$ cat src/rtl/fir_decimator_pkg.sv
// Shared types and constants for the post-FIR decimation stage.
// Holds the mode encoding, the latched frame configuration and the ratio clamp.
package fir_decimator_pkg;

    localparam int DECIM_DATA_WIDTH = 12;
    localparam int DECIM_MAX_LOG2   = 7;
    localparam int DECIM_MODE_W     = 2;
    localparam int DECIM_K_W        = 3;

    typedef enum logic [DECIM_MODE_W-1:0] {
        MODE_SAMPLE  = 2'd0,
        MODE_AVERAGE = 2'd1,
        MODE_PEAK    = 2'd2,
        MODE_RSVD    = 2'd3
    } decim_mode_e;

    typedef struct packed {
        decim_mode_e          mode;
        logic [DECIM_K_W-1:0] k;
    } decim_cfg_t;

    function automatic logic [DECIM_K_W-1:0] clamp_k(input logic [DECIM_K_W-1:0] k,
                                                     input int max_log2);
        logic [DECIM_K_W-1:0] k_max;
        k_max = DECIM_K_W'(max_log2);
        return (k > k_max) ? k_max : k;
    endfunction

endpackage

$ cat src/rtl/fir_decimator_if.sv
// Sample stream into the decimator and decimated result stream out of it.
// The upstream/consumer side uses master; the decimator uses slave.
interface fir_decimator_if
    import fir_decimator_pkg::*;
#(
    parameter int DATA_WIDTH = DECIM_DATA_WIDTH
);

    logic                         in_valid;
    logic signed [DATA_WIDTH-1:0] data_in;
    logic                         out_valid;
    logic signed [DATA_WIDTH-1:0] data_out;
    logic signed [DATA_WIDTH-1:0] data_min;
    logic signed [DATA_WIDTH-1:0] data_max;

    modport master (
        output in_valid,
        output data_in,
        input  out_valid,
        input  data_out,
        input  data_min,
        input  data_max
    );

    modport slave (
        input  in_valid,
        input  data_in,
        output out_valid,
        output data_out,
        output data_min,
        output data_max
    );

endinterface

$ cat src/rtl/fir_decimator_frame_ctr.sv
// Frame position counter: tracks the sample index inside a 2^k frame, latches the
// configuration at frame start and flags the first and last sample of each frame.
module fir_decimator_frame_ctr
    import fir_decimator_pkg::*;
#(
    parameter int MAX_LOG2 = DECIM_MAX_LOG2
)
(
    input  logic                    clk,
    input  logic                    rst,
    input  logic                    restart,
    input  logic                    in_valid,
    input  logic [DECIM_MODE_W-1:0] mode,
    input  logic [DECIM_K_W-1:0]    log2_ratio,
    output decim_cfg_t              cfg,
    output logic                    first,
    output logic                    last
);

    localparam int CNT_W = (MAX_LOG2 > 0) ? MAX_LOG2 : 1;

    logic [CNT_W-1:0] cnt_q;
    logic [CNT_W-1:0] cnt_eff;
    logic [CNT_W-1:0] last_idx;
    logic [CNT_W:0]   frame_len;
    decim_cfg_t       cfg_q;
    decim_cfg_t       cfg_port;

    // restart realigns in the same cycle, so a coincident sample is index 0
    always_comb begin
        cfg_port.mode = decim_mode_e'(mode);
        cfg_port.k    = clamp_k(log2_ratio, MAX_LOG2);
        cnt_eff       = restart ? '0 : cnt_q;
        first         = in_valid && (cnt_eff == '0);
        cfg           = first ? cfg_port : cfg_q;
        frame_len     = (CNT_W+1)'(1) << cfg.k;
        last_idx      = CNT_W'(frame_len - (CNT_W+1)'(1));
        last          = in_valid && (cnt_eff == last_idx);
    end

    always_ff @(posedge clk) begin
        if (rst) begin
            cnt_q      <= '0;
            cfg_q.mode <= MODE_SAMPLE;
            cfg_q.k    <= '0;
        end else if (in_valid) begin
            cnt_q <= last ? '0 : (cnt_eff + CNT_W'(1));
            if (first) begin
                cfg_q <= cfg_port;
            end
        end else if (restart) begin
            cnt_q <= '0;
        end
    end

endmodule

$ cat src/rtl/fir_decimator.sv
// Post-filter decimation stage: reduces the FIR sample rate by 2^k and emits one
// SAMPLE, AVERAGE or PEAK result per frame, one clock after the frame's last sample.
module fir_decimator
    import fir_decimator_pkg::*;
#(
    parameter int DATA_WIDTH = DECIM_DATA_WIDTH,
    parameter int MAX_LOG2   = DECIM_MAX_LOG2
)
(
    input  logic                    clk,
    input  logic                    rst,
    input  logic                    restart,
    input  logic [DECIM_MODE_W-1:0] mode,
    input  logic [DECIM_K_W-1:0]    log2_ratio,
    fir_decimator_if.slave          stream
);

    localparam int ACC_W = DATA_WIDTH + MAX_LOG2;

    decim_cfg_t cfg;
    logic       first;
    logic       last;

    logic signed [DATA_WIDTH-1:0] din;
    logic signed [ACC_W-1:0]      sample_ext;
    logic signed [ACC_W-1:0]      acc_q;
    logic signed [ACC_W-1:0]      acc_nxt;
    logic signed [DATA_WIDTH-1:0] min_q;
    logic signed [DATA_WIDTH-1:0] max_q;
    logic signed [DATA_WIDTH-1:0] first_q;
    logic signed [DATA_WIDTH-1:0] min_nxt;
    logic signed [DATA_WIDTH-1:0] max_nxt;
    logic signed [DATA_WIDTH-1:0] first_nxt;
    logic signed [DATA_WIDTH-1:0] avg;
    logic signed [DATA_WIDTH-1:0] result;

    logic                         out_valid_q;
    logic signed [DATA_WIDTH-1:0] data_out_q;
    logic signed [DATA_WIDTH-1:0] data_min_q;
    logic signed [DATA_WIDTH-1:0] data_max_q;

    fir_decimator_frame_ctr #(
        .MAX_LOG2   (MAX_LOG2)
    ) u_frame_ctr (
        .clk        (clk),
        .rst        (rst),
        .restart    (restart),
        .in_valid   (stream.in_valid),
        .mode       (mode),
        .log2_ratio (log2_ratio),
        .cfg        (cfg),
        .first      (first),
        .last       (last)
    );

    assign din        = stream.data_in;
    assign sample_ext = {{MAX_LOG2{din[DATA_WIDTH-1]}}, din};

    // Next-state values include the current sample so the last sample of a frame
    // feeds straight into the result register without an extra cycle.
    always_comb begin
        if (first) begin
            acc_nxt   = sample_ext;
            min_nxt   = din;
            max_nxt   = din;
            first_nxt = din;
        end else begin
            acc_nxt   = acc_q + sample_ext;
            min_nxt   = (din < min_q) ? din : min_q;
            max_nxt   = (din > max_q) ? din : max_q;
            first_nxt = first_q;
        end

        avg = DATA_WIDTH'(acc_nxt >>> cfg.k);

        case (cfg.mode)
            MODE_AVERAGE: result = avg;
            MODE_PEAK:    result = max_nxt;
            default:      result = first_nxt;
        endcase
    end

    always_ff @(posedge clk) begin
        if (rst) begin
            acc_q       <= '0;
            min_q       <= '0;
            max_q       <= '0;
            first_q     <= '0;
            out_valid_q <= 1'b0;
            data_out_q  <= '0;
            data_min_q  <= '0;
            data_max_q  <= '0;
        end else begin
            out_valid_q <= 1'b0;
            if (stream.in_valid) begin
                acc_q   <= acc_nxt;
                min_q   <= min_nxt;
                max_q   <= max_nxt;
                first_q <= first_nxt;
                if (last) begin
                    out_valid_q <= 1'b1;
                    data_out_q  <= result;
                    data_min_q  <= (cfg.mode == MODE_PEAK) ? min_nxt : result;
                    data_max_q  <= (cfg.mode == MODE_PEAK) ? max_nxt : result;
                end
            end
        end
    end

    assign stream.out_valid = out_valid_q;
    assign stream.data_out  = data_out_q;
    assign stream.data_min  = data_min_q;
    assign stream.data_max  = data_max_q;

endmodule

$ cat src/flat_wrapper.sv
// flat-port wrapper written by rule: the top's interface ports become plain ports
module fir_decimator_flat import fir_decimator_pkg::*;
#(
    parameter int DATA_WIDTH = DECIM_DATA_WIDTH,
    parameter int MAX_LOG2   = DECIM_MAX_LOG2
)
  (clk, rst, restart, mode, log2_ratio, stream_in_valid, stream_data_in, stream_out_valid, stream_data_out, stream_data_min, stream_data_max);
  fir_decimator_if #(.DATA_WIDTH(DATA_WIDTH)) stream_i ();
  input  logic clk;
  input  logic rst;
  input  logic restart;
  input  logic [DECIM_MODE_W-1:0] mode;
  input  logic [DECIM_K_W-1:0] log2_ratio;
  input wire logic [$bits(stream_i.in_valid)-1:0] stream_in_valid;
  input wire logic [$bits(stream_i.data_in)-1:0] stream_data_in;
  output wire logic [$bits(stream_i.out_valid)-1:0] stream_out_valid;
  output wire logic [$bits(stream_i.data_out)-1:0] stream_data_out;
  output wire logic [$bits(stream_i.data_min)-1:0] stream_data_min;
  output wire logic [$bits(stream_i.data_max)-1:0] stream_data_max;
  assign stream_i.in_valid = stream_in_valid;
  assign stream_i.data_in = stream_data_in;
  assign stream_out_valid = stream_i.out_valid;
  assign stream_data_out = stream_i.data_out;
  assign stream_data_min = stream_i.data_min;
  assign stream_data_max = stream_i.data_max;
  fir_decimator #(.DATA_WIDTH(DATA_WIDTH), .MAX_LOG2(MAX_LOG2)) u_core (.clk(clk), .rst(rst), .restart(restart), .mode(mode), .log2_ratio(log2_ratio), .stream(stream_i));
endmodule
$ cat config.mk
export PLATFORM = sky130hd
export DESIGN_NAME = fir_decimator_flat
export DESIGN_NICKNAME = d
export VERILOG_FILES = /design/src/rtl/fir_decimator_pkg.sv /design/src/rtl/fir_decimator_if.sv /design/src/rtl/fir_decimator_frame_ctr.sv /design/src/rtl/fir_decimator.sv /design/src/flat_wrapper.sv
export SDC_FILE = /design/constraint.sdc
export NUM_CORES = 1
export LEC_CHECK = 0
export CAP_MARGIN = 20
export CORE_UTILIZATION = 40
export DETAILED_ROUTE_END_ITERATION = 6
export MAX_ROUTING_LAYER = met4
export PLACE_DENSITY = 0.65
export SLEW_MARGIN = 25
export SYNTH_ARGS = -nofsm -noshare
export SYNTH_HDL_FRONTEND = slang
export SYNTH_SLANG_ARGS = --single-unit
$ cat constraint.sdc
create_clock -name clk -period 12 [get_ports clk]
set_input_delay 2.4 -clock clk [delete_from_list [all_inputs] [get_ports clk]]
set_output_delay 2.4 -clock clk [all_outputs]
set_load 0.005 [all_outputs]
* Yosys cells after proc, flatten, opt, wreduce, memory -nomap -nowiden *
Cells that the tools add are included.

cells by class
  shifts and indexed selects = 2
  bitwise logic cells = 1
  reduce and logical (&&, ||, !) cells = 5
  $lt $le $gt $ge = 3
  equal/unequal tests = 3
  muxes and demuxes = 15
  $add $sub $neg = 3

operator list
  cell                   number
  $mux W12               7
  $pmux W12 S2           1
  $mux W7                3
  $add A19 B12 Y19       1
  $mux W19               1
  $sshr A19 B3 Y12       1
  $gt A12 B12 Y1         1
  $lt A12 B12 Y1         1
  $add A7 B1 Y7 const B  1
  $eq A7 B7 Y1           1
  $logic_not A7 Y1       1
  $shl A1 B3 Y7 const A  1
  $sub A7 B1 Y7 const B  1
  $mux W5                1
  $gt A3 B3 Y1 const B   1
  $mux W3                1
  $eq A2 B1 Y1 const B   1
  $eq A2 B2 Y1 const B   1
  $logic_and A1 B1 Y1    2
  $reduce_and A2 Y1      1
  $reduce_or A2 Y1       1
  $mux W1                1
  $not A1 Y1             1

word-level totals
  bits in registers = 104
  output and inout bits = 37

* Longest topological paths before layout *
  depth after elaboration = 10
  depth in mapped cells = 22
  depth with buffers taken out = 17

* Modules after synthesis *
A second synthesis with hierarchy kept.

second synthesis, totals
  cells, all modules = 983
  area total of the unflattened synthesis = 7738.7 sq um

by module, submodules not included
  module                   cells an instance  area an instance (sq um)  times used
  fir_decimator            888                6897.9                    1
  fir_decimator_frame_ctr  95                 840.8                     1

* Least setup slack after synthesis *
OpenSTA, ideal clock, no wires.

  path type = input -> register
  from = in restart
  to = reg u_core.data_out_q[11] (netlist: u_core.stream.data_out[11])
  data required time = 11.940 ns
  setup slack = 5.197 ns
  buffers on the path = 7
  stages on the path = 21
  arrival time = 6.743 ns
  cells stage by stage = clkbuf_1 inv_1 nand2_1 ha_1 and4bb_1 a211oi_1 or2_1 clkbuf_1 buf_2 clkbuf_1 nand3_1 ha_1 clkbuf_1 o32ai_1 mux2_1 a2bb2oi_1 or3_1 buf_4 nor2_2 buf_4 a32o_1

on the way
  word-level cells in the longest chain between the ends = 9
  elaborated cells on any way between the ends = 16
  classes of those cells = add/sub: 1; eq/ne: 3; shift: 2; mux: 6; reduce/logical: 4

ends and longest elaborated chain
  item                         line                           RTL
  start: declaration           flat_wrapper.sv:11             input logic restart;
  $mux W7 (*)                  n/a
  $logic_not A7 Y1             fir_decimator_frame_ctr.sv:34  first = in_valid && (cnt_eff == '0);
  $logic_and A1 B1 Y1          fir_decimator_frame_ctr.sv:34
  $mux W5                      n/a
  $shl A1 B3 Y7                fir_decimator_frame_ctr.sv:36  frame_len = (CNT_W+1)'(1) << cfg.k;
  $sub A7 B1 Y7                fir_decimator_frame_ctr.sv:37  last_idx = CNT_W'(frame_len - (CNT_W+1)'(1));
  $eq A7 B7 Y1                 fir_decimator_frame_ctr.sv:38  last = in_valid && (cnt_eff == last_idx);
  $logic_and A1 B1 Y1          fir_decimator_frame_ctr.sv:38
  $reduce_and A2 Y1 (no line)  n/a
  end signal: assignment       fir_decimator.sv:102           data_out_q <= result;
  end: declaration             fir_decimator.sv:38            logic signed [DATA_WIDTH-1:0] data_out_q;

Mark *: on every way between the ends. The rest lies on a longest branch, timed or not.
A chain may end at the register's enable or synchronous reset.

* Final worst setup path *
Same ends and word-level chain as after synthesis.

==> flow_metrics.tcl <==
set metrics [dict create \
    status "complete, no violations" \
    grt_antenna_before_repair 0 \
    maxCapViolations 0 \
    synth-edff-count 0 \
    groute.usage.overall_pct 26.87 \
    max_slew_margin_pct 38.81 \
    critical_path.endpoint "u_core.stream.data_out[11]" \
    slowest_delay_ns 0.72 \
    wire_per_inst_um 19.85 \
    postRouteWirelength_um 26270 \
    design.portCount 58 \
    rsz_0062_raised_after_global_routing "false" \
    synth-seq-area-share_pct 26.63 \
    cts_tree "yes" \
    final.fill_count 1928 \
    route.antenna.remaining_nets 0 \
    design_power_total_mw 1.071 \
    synth_top_flop_cell "sky130_fd_sc_hd__dfxtp_1" \
    timing.rr.end "u_core.stream.data_out[11]" \
    post_drt_via_cell_ratio 6.113 \
    grt_pass1_vias 7473 \
    synth_nets 1119 \
    numClockSinks 104 \
    path_cells "clkdlybuf4s50_1, inv_1, nand2_1, ha_1, and4bb_1, a211oi_1, or2_1, nand3_1, ha_1, o32ai_1, mux2_1, a2bb2oi_1, or3_1, nor2_2, a32o_1" \
    timing.critical_path.from "restart" \
    pre_repair_dr_iteration_count 6 \
    post-route-min-period_ns 7.783 \
    syn_avg_cell_area_sq_um 7.439 \
    crit_arrival_ns 8.09 \
    tns_ns 0 \
    cts_root_buf "sky130_fd_sc_hd__clkbuf_16" \
    initial_standard_cell_utilization_of_the_core_pct 41.25 \
    port_buffers 57 \
    critical_path_buf_inv_count 2 \
    source_of_the_worst_hold_timing_path "u_core.max_q[6]" \
    clkLatencyLatePin_ns 0.37 \
    cts-root-to-sink-buffers 2 \
    cts_hold_buffers 0 \
    end_kind "flop" \
    clk_transition_reported_paths_ns 0.08 \
    irDropWorstVdd_uv 63.48 \
    post_route_cells_drive_above_1_share_pct 5.927 \
    synthToLayoutAreaGrowth_pct 12.95 \
    cpLargestDelayFamily "simple AND/OR/NAND/NOR gates" \
    stdcell_area_sq_um 8831 \
    setup_violations 0 \
    start_kind "primary input" \
    htree_num_levels 3 \
    grt_max_degree 81 \
    postCtsSetupBuffers 0 \
    synthDominantCellAreaShare_pct 26.63 \
    synthTopCellsByArea "sky130_fd_sc_hd__dfxtp_1 (27%), sky130_fd_sc_hd__ha_1 (7.4%), sky130_fd_sc_hd__nor2_1 (6.8%), sky130_fd_sc_hd__a21oi_1 (5.8%), sky130_fd_sc_hd__nand2_1 (5.8%)" \
    crit_path_frequent_cell "sky130_fd_sc_hd__ha_1" \
    max_slew.worst_pin.slew_ns 0.9178 \
    worst-path-max-fanout 23 \
    syn_area_sq_um 7819 \
    final-max-slew-violation-count 0 \
    grt.overflow.total 0 \
    cp_num_cells 15 \
    synth-warning-count 0 \
    max_clock_freq_mhz 128.5 \
    area_enclosed_by_the_die_boundary_sq_um 20110 \
    vias 8087 \
    remaining_drc_errors 0 \
    min_period_over_period_pct 64.86 \
    fin_skew_ns 0.01259 \
    synth-async-reset-ratio_pct 0 \
    r2r-start "u_core.u_frame_ctr.cnt_q[0]" \
    num_antenna_cells 0 \
    violation_count_after_the_first_detailed_route_iteration 754 \
    fp.dieW_um 141.8 \
    power.density_nw_per_um2 121.2 \
    design.core.area_sq_um 18960 \
    die_height_um 141.8 \
    worst_hold_path_type "reg -> reg" \
    grt_first_pass_wirelength_um 40610 \
    r2r_cells 13 \
    floorplan.rows 50 \
    finalHoldViolations 0 \
    critical_path_rt_ns 12.31 \
    reg2reg_setup_slack_ns 6.80 \
    design.final.nets 1126 \
    ys_types 83 \
    placed_area_sq_um 8517 \
    critical-path-slowest-cell "sky130_fd_sc_hd__or2_1" \
    worstHoldPathCells 2 \
    cell_type_with_the_largest_total_area_after_synthesis "sky130_fd_sc_hd__dfxtp_1" \
    ys_ff_latch 104 \
    p_leak_nw 3.366 \
    synth_cells 1051 \
    dp_hpwl_um 18930 \
    cts.repair.resized 0 \
    critPathKind "in -> reg" \
    numCtsBuffers 9 \
    place_congestion 0.9757 \
]
## worst min-delay path by stage
| stage | end | slack (ns) |
|---|---|---|
| after CTS | u_core.stream.data_out[4] | 0.46 |
| after detailed placement | u_core.max_q[4] | 0.45 |
| after floorplan | u_core.max_q[10] | 0.44 |
| final | u_core.max_q[6] | 0.46 |
| after global placement | u_core.max_q[8] | 0.44 |
| after global routing | u_core.max_q[5] | 0.48 |
## flip-flops by register name, summed over array words and instances, names as in the netlist
signal,count
u_core.acc_q,19
u_core.first_q,12
u_core.max_q,12
u_core.min_q,12
u_core.stream.data_max,12
u_core.stream.data_min,12
u_core.stream.data_out,12
u_core.stream.out_valid,1
u_core.u_frame_ctr.cfg_q,5
u_core.u_frame_ctr.cnt_q,7
## worst reg2reg max path: cells and delay by family, from the launching register on
kind	cells	cell delay [ns]
DFF	1	0.33
muxes	1	0.36
adders and majority gates	2	0.67
and+or+nand+nor	6	2.49
AOI/OAI and AO/OA	4	1.30
## synthesized netlist by cell type, types with 9 or more instances
cell type / n
sky130_fd_sc_hd__dfxtp_1: 104
sky130_fd_sc_hd__o211ai_1: 17
sky130_fd_sc_hd__a21oi_1: 90
sky130_fd_sc_hd__nor3_1: 29
sky130_fd_sc_hd__nand2_1: 120
sky130_fd_sc_hd__a211oi_1: 35
sky130_fd_sc_hd__xnor2_1: 10
sky130_fd_sc_hd__buf_2: 11
sky130_fd_sc_hd__o21ai_0: 42
sky130_fd_sc_hd__nand4_1: 10
sky130_fd_sc_hd__nand3_1: 29
sky130_fd_sc_hd__nor2_1: 141
sky130_fd_sc_hd__clkbuf_1: 54
sky130_fd_sc_hd__inv_1: 39
sky130_fd_sc_hd__and2_1: 16
sky130_fd_sc_hd__a32o_1: 11
sky130_fd_sc_hd__nand2b_1: 9
sky130_fd_sc_hd__ha_1: 46
sky130_fd_sc_hd__mux2i_1: 26
## placed cells by master (no fill, tap or decap), drive strengths merged, types with 10 or more instances in the layout
| cell type | netlist | final |
|---|---|---|
| nor2 | 143 | 143 |
| nand2 | 120 | 120 |
| dfxtp | 104 | 104 |
| a21oi | 92 | 92 |
| clkdlybuf4s50 | 0 | 55 |
| o21ai | 48 | 48 |
| ha | 46 | 46 |
| inv | 39 | 44 |
| a211oi | 35 | 35 |
| nor3 | 30 | 30 |
| nand3 | 29 | 29 |
| mux2i | 26 | 26 |
| o211ai | 18 | 18 |
| buf | 22 | 17 |
| and2 | 16 | 16 |
| a32o | 11 | 11 |
| nand4 | 10 | 10 |
| xnor2 | 10 | 10 |
## routing by layer
layer	GRT usage (%)	vias up	share of wire (%)	routed length, um
met5	-	-	0	0
met4	8.885	0	2.4	620
met3	4.050	48	6.6	1722
met2	43.30	308	47	12310
met1	34.36	3847	44	11620
li1	-	3884	-	-
## cells by family after synthesis
kind of cell,Yosys count,synth area share (%)
flip-flops,104,26.63
AO/OA/AOI/OAI,334,30.13
XOR/XNOR,15,1.680
multiplexers,34,4.481
buffers and inverters,116,6.081
adder cells (fa/ha/maj),47,7.617
AND/OR/NAND/NOR,401,23.38
## report_power, final
group / internal [mW] / switching, mW
registers: 0.364 / 0.0120
logic: 0.132 / 0.245
clock network: 0.152 / 0.165
## through the flow
step                hold slack, ns  setup WS (ns)  utilization [%]  std cells
floorplan                   0.4363          5.197                -       1051
global placement            0.4421          4.045            44.93       1307
detailed placement          0.4478          3.950            44.93       1307
CTS                         0.4589          4.324            46.59       1323
global route                0.4758          3.775            46.59       1323
finish                      0.4568          4.217            46.59       1323
## area by class of cell
cell class | instances | area (sq um) | share of cell area, %
clock buffer | 9 | 225.2 | 2.550
clock inverter | 7 | 88.84 | 1.006
inverter | 40 | 150.1 | 1.700
multi-input combinational | 831 | 5286 | 59.86
sequential | 104 | 2082 | 23.58
tap | 260 | 325.3 | 3.684
timing repair buffer | 72 | 673.1 | 7.623
(Power assumes the default switching activity.)
